### config.mk
export PLATFORM = sky130hd
export DESIGN_NAME = alu_seq
export DESIGN_NICKNAME = d
export VERILOG_FILES = /design/src/rtl/alu_seq.sv
export SDC_FILE = /design/constraint.sdc
export NUM_CORES = 1
export LEC_CHECK = 0
export BUFFER_PORTS_ARGS = -buffer_cell sky130_fd_sc_hd__buf_2
export CAP_MARGIN = 20
export CORE_MARGIN = 5
export CORE_UTILIZATION = 25
export DETAILED_ROUTE_END_ITERATION = 8
export REMOVE_ABC_BUFFERS = 1
export SETUP_SLACK_MARGIN = 0.1
export SYNTH_ARGS = -nofsm -noshare
export SYNTH_HDL_FRONTEND = slang
export SYNTH_SLANG_ARGS = --single-unit
### constraint.sdc
create_clock -name Clk -period 2.3 [get_ports Clk]
set_input_delay 0.345 -clock Clk [delete_from_list [all_inputs] [get_ports Clk]]
set_output_delay 0.345 -clock Clk [all_outputs]
set_load 0.05 [all_outputs]
### src/rtl/alu_seq.sv
// alu_seq: sequential ALU with a valid/ready handshake on both sides.
// Single-edge ops (ADD, SUB, XOR, ORR, RXR, undefined) reach DONE one edge
// after acceptance; LSH/RSH shift one bit per BUSY cycle; MUL is an
// iterative unsigned shift-add over W BUSY cycles.
// Optional feature macro: ALU_SEQ_MUL_EN enables the multiplier (opcode 7).
// When it is undefined, opcode 7 behaves as an undefined opcode and no
// multiplier datapath exists.
module alu_seq #(
  parameter int W   = 8,
  parameter int Ops = 4
) (
  input  logic           Clk,
  input  logic           Reset,
  input  logic [W-1:0]   InputA,
  input  logic [W-1:0]   InputB,
  input  logic [Ops-1:0] OP,
  input  logic           in_valid,
  output logic           in_ready,
  output logic [W-1:0]   Out,
  output logic [W-1:0]   OutHi,
  output logic           Zero,
  output logic           Carry,
  output logic           Parity,
  output logic           out_valid,
  input  logic           out_ready
);

  localparam int CW = $clog2(W + 1);

  localparam logic [Ops-1:0] OP_ADD = Ops'(0);
  localparam logic [Ops-1:0] OP_LSH = Ops'(1);
  localparam logic [Ops-1:0] OP_RSH = Ops'(2);
  localparam logic [Ops-1:0] OP_XOR = Ops'(3);
  localparam logic [Ops-1:0] OP_RXR = Ops'(4);
  localparam logic [Ops-1:0] OP_SUB = Ops'(5);
  localparam logic [Ops-1:0] OP_ORR = Ops'(6);
`ifdef ALU_SEQ_MUL_EN
  localparam logic [Ops-1:0] OP_MUL = Ops'(7);
`endif

  localparam logic [W-1:0]  W_VAL  = W'(W);
  localparam logic [CW-1:0] CNT_W  = CW'(W);
  localparam logic [CW-1:0] CNT_1  = CW'(1);

  typedef enum logic [1:0] {
    IDLE = 2'd0,
    BUSY = 2'd1,
    DONE = 2'd2
  } state_t;

  // Even parity of a result word, used for the Parity flag.
  function automatic logic parity_f(input logic [W-1:0] v);
    return ^v;
  endfunction

  state_t         state_r;
  logic [Ops-1:0] op_r;
  logic [W-1:0]   work_r;      // shift register / multiplier bits
  logic [CW-1:0]  cnt_r;
  logic [W-1:0]   out_r;
  logic [W-1:0]   outhi_r;
  logic           zero_r;
  logic           carry_r;
  logic           parity_r;
  logic           out_valid_r;
  logic           in_ready_r;

  logic [W-1:0]   res_s;
  logic           carry_s;
  logic [W:0]     sum_s;
  logic           is_shift_s;
  logic [W-1:0]   shift_next_s;

`ifdef ALU_SEQ_MUL_EN
  logic [W-1:0]   a_r;         // multiplicand
  logic [W-1:0]   acc_r;       // high half of the partial product
  logic [W:0]     madd_s;
  logic [W-1:0]   acc_next_s;
  logic [W-1:0]   lo_next_s;
`endif

  // Single-edge result and carry computed straight from the inputs.
  always_comb begin
    res_s   = '0;
    carry_s = 1'b0;
    sum_s   = '0;
    case (OP)
      OP_ADD: begin
        sum_s   = {1'b0, InputA} + {1'b0, InputB};
        res_s   = sum_s[W-1:0];
        carry_s = sum_s[W];
      end
      OP_SUB: begin
        // Carry out of A + ~B + 1 is the "no borrow" indication.
        sum_s   = {1'b0, InputA} + {1'b0, ~InputB} + {{W{1'b0}}, 1'b1};
        res_s   = sum_s[W-1:0];
        carry_s = sum_s[W];
      end
      OP_XOR:  res_s = InputA ^ InputB;
      OP_ORR:  res_s = InputA | InputB;
      OP_RXR:  res_s = {{(W-1){1'b0}}, ^InputA};
      OP_LSH,
      OP_RSH:  res_s = InputA;   // only reaches DONE directly when B == 0
      default: res_s = '0;
    endcase
  end

  // Opcode class decode and one-bit shift step.
  always_comb begin
    is_shift_s = (OP == OP_LSH) || (OP == OP_RSH);
    if (op_r == OP_LSH) begin
      shift_next_s = {work_r[W-2:0], 1'b0};
    end else begin
      shift_next_s = {1'b0, work_r[W-1:1]};
    end
  end

`ifdef ALU_SEQ_MUL_EN
  // One shift-add step: add the multiplicand when the current multiplier
  // bit is set, then shift the {acc, multiplier} pair right by one.
  always_comb begin
    if (work_r[0]) begin
      madd_s = {1'b0, acc_r} + {1'b0, a_r};
    end else begin
      madd_s = {1'b0, acc_r};
    end
    acc_next_s = madd_s[W:1];
    lo_next_s  = {madd_s[0], work_r[W-1:1]};
  end
`endif

  // Control FSM with all result, flag and handshake registers.
  always_ff @(posedge Clk or negedge Reset) begin
    if (!Reset) begin
      state_r     <= IDLE;
      op_r        <= '0;
      work_r      <= '0;
      cnt_r       <= '0;
      out_r       <= '0;
      outhi_r     <= '0;
      zero_r      <= 1'b1;
      carry_r     <= 1'b0;
      parity_r    <= 1'b0;
      out_valid_r <= 1'b0;
      in_ready_r  <= 1'b1;
`ifdef ALU_SEQ_MUL_EN
      a_r         <= '0;
      acc_r       <= '0;
`endif
    end else begin
      case (state_r)
        IDLE: begin
          if (in_valid) begin
            op_r       <= OP;
            work_r     <= InputA;
            cnt_r      <= '0;
            in_ready_r <= 1'b0;
            if (is_shift_s && (InputB != '0)) begin
              state_r <= BUSY;
              cnt_r   <= (InputB >= W_VAL) ? CNT_W : CW'(InputB);
            end
`ifdef ALU_SEQ_MUL_EN
            else if (OP == OP_MUL) begin
              state_r <= BUSY;
              a_r     <= InputA;
              work_r  <= InputB;
              acc_r   <= '0;
              cnt_r   <= CNT_W;
            end
`endif
            else begin
              state_r     <= DONE;
              out_r       <= res_s;
              outhi_r     <= '0;
              zero_r      <= (res_s == '0);
              carry_r     <= carry_s;
              parity_r    <= parity_f(res_s);
              out_valid_r <= 1'b1;
            end
          end
        end
        BUSY: begin
          cnt_r <= cnt_r - CNT_1;
`ifdef ALU_SEQ_MUL_EN
          if (op_r == OP_MUL) begin
            acc_r  <= acc_next_s;
            work_r <= lo_next_s;
            if (cnt_r == CNT_1) begin
              state_r     <= DONE;
              out_r       <= lo_next_s;
              outhi_r     <= acc_next_s;
              zero_r      <= (lo_next_s == '0);
              carry_r     <= 1'b0;
              parity_r    <= parity_f(lo_next_s);
              out_valid_r <= 1'b1;
            end
          end else
`endif
          begin
            work_r <= shift_next_s;
            if (cnt_r == CNT_1) begin
              state_r     <= DONE;
              out_r       <= shift_next_s;
              outhi_r     <= '0;
              zero_r      <= (shift_next_s == '0);
              carry_r     <= 1'b0;
              parity_r    <= parity_f(shift_next_s);
              out_valid_r <= 1'b1;
            end
          end
        end
        DONE: begin
          if (out_ready) begin
            state_r     <= IDLE;
            out_valid_r <= 1'b0;
            in_ready_r  <= 1'b1;
          end
        end
        default: begin
          state_r     <= IDLE;
          out_valid_r <= 1'b0;
          in_ready_r  <= 1'b1;
        end
      endcase
    end
  end

  assign in_ready  = in_ready_r;
  assign out_valid = out_valid_r;
  assign Out       = out_r;
  assign OutHi     = outhi_r;
  assign Zero      = zero_r;
  assign Carry     = carry_r;
  assign Parity    = parity_r;

endmodule

==> flow_summary.yaml <==
run_status:
  outcome: "complete, but fails checks"
  violations: "negative setup slack"
worst_setup_path:
  slowest_delay_ns: 0.42
  path_cells: "buf_12 > inv_6 > ha_4 > fa_2 > nor3_4 > nor3_4 > buf_6 > nand2_2 > a21oi_2 > a311oi_2 > ha_2 > xor2_2 > xnor2_1 > a21oi_1 > o21ai_2"
  slowest_stage: "fa_2"
  crit_arrival_ns: 2.61
  critPathCaptureType: "flop"
  worst-path-buf-inv: 3
  crit_top_cell: "nor3_4"
  cpLargestDelayFamily: "adder cells"
  cp_max_fo: 4
  cp.required_ns: 2.47
  worstSetupStartpointType: "input pin"
  critical_path_class: "input pin to flop"
die:
  die_w_um: 121
  die_area_um2: 14700
  die_y_um: 121
  rows: 40
  core_um2: 12100
  start_util_pct: 25.7
  ios: 45
yosys:
  synth-compound-area-share_pct: 25.1
  yosys_register_bits: 31
  synthArstFlopShare_pct: 100
  synth_seq_area_share_pct: 25.1
  synthCells: 358
  muxShareOfSynthArea_pct: 4.04
  ys.warnings.count: 0
  synthXorXnorAreaFrac_pct: 3.96
  synth-main-ff-cell: "dfrtp_1"
  netlist_area_um2: 3100
  synth_top_family_by_area: "compound AO/OA/AOI/OAI gates"
  synth-edff-count: 0
  ys_types: 73
  avgSynthCellArea_um2: 8.65
  synthSimpleGateAreaFrac_pct: 17.8
  synth_fa_ha_area_share_pct: 15.0
route:
  vias: 3176
  drtAntennaViolNets: 0
  drc: 0
  drt-wirelength-per-cell_um: 15.4
  drtPass1Iterations: 4
  drt_iter0_drc: 119
  drt_wl_total_mm: 10.1
  vias_per_cell: 4.86
power:
  p_leak_uw: 0.00208
  net-switching-power_uw: 1580
  ir_drop_mv: 0.710
  sw_frac_of_total_pct: 42.3
  share_seq_of_total_power_pct: 25.5
  powerDensity_nw_per_um2: 809
  clkPwrFrac_pct: 18.2
  comb_power_share_pct: 56.3
  internal_power_uw: 2160
  p_total_uw: 3750
global_routing:
  grtUsageTotal_pct: 13.7
  grt_pass1_wl_mm: 16.2
  grt_max_degree: 32
  antenna_found_initial: 0
  first_global_vias: 3257
  gr-total-overflow: 0
clock_tree:
  cts_buffers: 5
  path_clk_slew_ns: 0.05
  clock-root-buffer: "clkbuf_16"
  insertion_delay_ns: 0.27
  clock-sinks: 31
  ctsLongestPathBuffers: 2
  tritoncts: "built"
  htreeDepth: 2
timing:
  worst_slack_ns: -0.147
  fin_crit_sh_pct: 106
  drv_slew: 0
  setup_violations: 1
  fin_crit_ns: 2.45
  finalHoldViolCount: 0
  skew_ns: 0.00346
  fin_tns_setup_ns: -0.147
  rsz0062_at_grt: "true"
  worst_slew_pin_slew_ns: 0.687
  fmax_ghz: 0.409
  max-slew-margin-rel_pct: 54.2
placed_design:
  port-buffer-count: 36
  dp_hpwl_mm: 7.90
  gp_congestion: 0.918
layout:
  final_common_cell: "buf_4"
  drive_gt1_share_pct: 44.7
  syn_to_final_growth_pct: 49.8
  n_antenna_cell: 0
  fin_nets: 545
  final_cell_mix: "buf_4 (101), buf_2 (33), dfrtp_1 (29), nand2_1 (25), inv_1 (24)"
worst_hold_path:
  min_path_type: "input pin to async pin"
flow_run:
  cap_violations: 0
-- state kept, by name, summed over array words and instances, names as in the netlist --
name / count
work_r: 8
op_r: 4
Parity: 1
cnt_r: 4
Carry: 1
Out: 8
Zero: 1
out_valid: 1
state_r: 2
in_ready: 1
-- synth_stat cells (all sizes together) (3+ instances only) --
library cell,count,area [um2]
ha,34,425
dfrtp,29,726
nand2,28,110
inv,27,101
nor2,23,93.8
a21oi,22,114
o21ai,18,101
buf,17,129
clkbuf,11,41.3
xnor2,11,96.3
a22oi,8,60.1
mux2i,8,80.1
nand2b,8,50.1
nor3,8,40.0
o221ai,7,67.6
nor2b,6,37.5
a31oi,5,31.3
nand3,5,25.0
a211oi,4,40.0
mux2,4,45.0
o21a,4,30.0
o22ai,4,25.0
a221o,3,30.0
a221oi,3,26.3
nand4,3,18.8
nor4,3,25.0
o311ai,3,26.3
o41ai,3,26.3
xor2,3,26.3
-- timing repair --
item	CTS	global route
setup endpoints to repair	3	6
endpoints found under the hold margin	0	0
buffers inserted	10	1
gates resized for setup	42	31
hold buffers	0	0
pin swaps	19	13
-- area by class of cell --
type / instances / area [um2]
multi-input combinational: 279 / 2360
timing repair buffer: 141 / 1020
tap: 168 / 210
sequential: 31 / 778
fill: 1213 / 7420
inverter: 27 / 109
clock buffer: 8 / 156
-- per-layer routing --
metal | global-route usage, % | share of wire (%) | routed length (um) | vias to the layer above
li1 | - | - | - | 1547
met4 | 4.62 | 2.1 | 208 | 0
met2 | 23.5 | 49 | 4900 | 79
met5 | 0 | 0 | 0 | -
met3 | 2.42 | 4.3 | 438 | 19
met1 | 17.3 | 45 | 4530 | 1531
-- worst paths after layout --
path	end	start	cells after the start	slack [ns]
worst max-delay path	Parity	InputA[0]	15	-0.15
worst min-delay path	cnt_r[1]	Reset	1	0.11
worst max register to register	Parity	op_r[1]	9	0.11
worst min register to register	cnt_r[3]	cnt_r[3]	1	0.47
max in group asynchronous	cnt_r[0]	Reset	1	1.75
min in group Clk	state_r[1]	out_ready	4	0.34
-- per-stage QoR --
step	setup WS, ns	utilization [%]	hold slack [ns]	instances	area, um2
floorplan	-0.654	-	0.0494	337	2950
global placement	-0.601	33.8	0.419	637	4080
detailed placement	-0.647	33.8	0.438	637	4080
CTS	-0.138	37.3	0.140	655	4500
global route	-0.241	38.4	0.176	654	4640
finish	-0.147	38.4	0.110	654	4640
-- worst register-to-register path: stages, from the launching register on --
cell     delay [ns]
dfrtp_1        0.39
nor4b_2        0.28
buf_4          0.23
mux2i_1        0.28
ha_1           0.28
xnor2_1        0.19
xnor2_1        0.14
nor2_1         0.06
a21oi_1        0.17
o21ai_2        0.06
-- kinds of logic after synthesis --
group / Yosys count
XOR/XNOR: 14
multiplexers: 12
flip-flops: 31
other: 1
AND/OR/NAND/NOR: 102
adder cells (fa/ha/maj): 36
AO/OA/AOI/OAI: 107
buffers and inverters: 55
-- power by group through the flow --
stage | sequential, uW | combinational, uW | clock, uW
after floorplan | 1250 | 960 | 0
after global placement | 955 | 1940 | 0
after detailed placement | 963 | 1970 | 0
after CTS | 957 | 2070 | 697
after global routing | 985 | 2300 | 721
final | 954 | 2110 | 683
No activity file was read; power rests on OpenSTA's default activity.
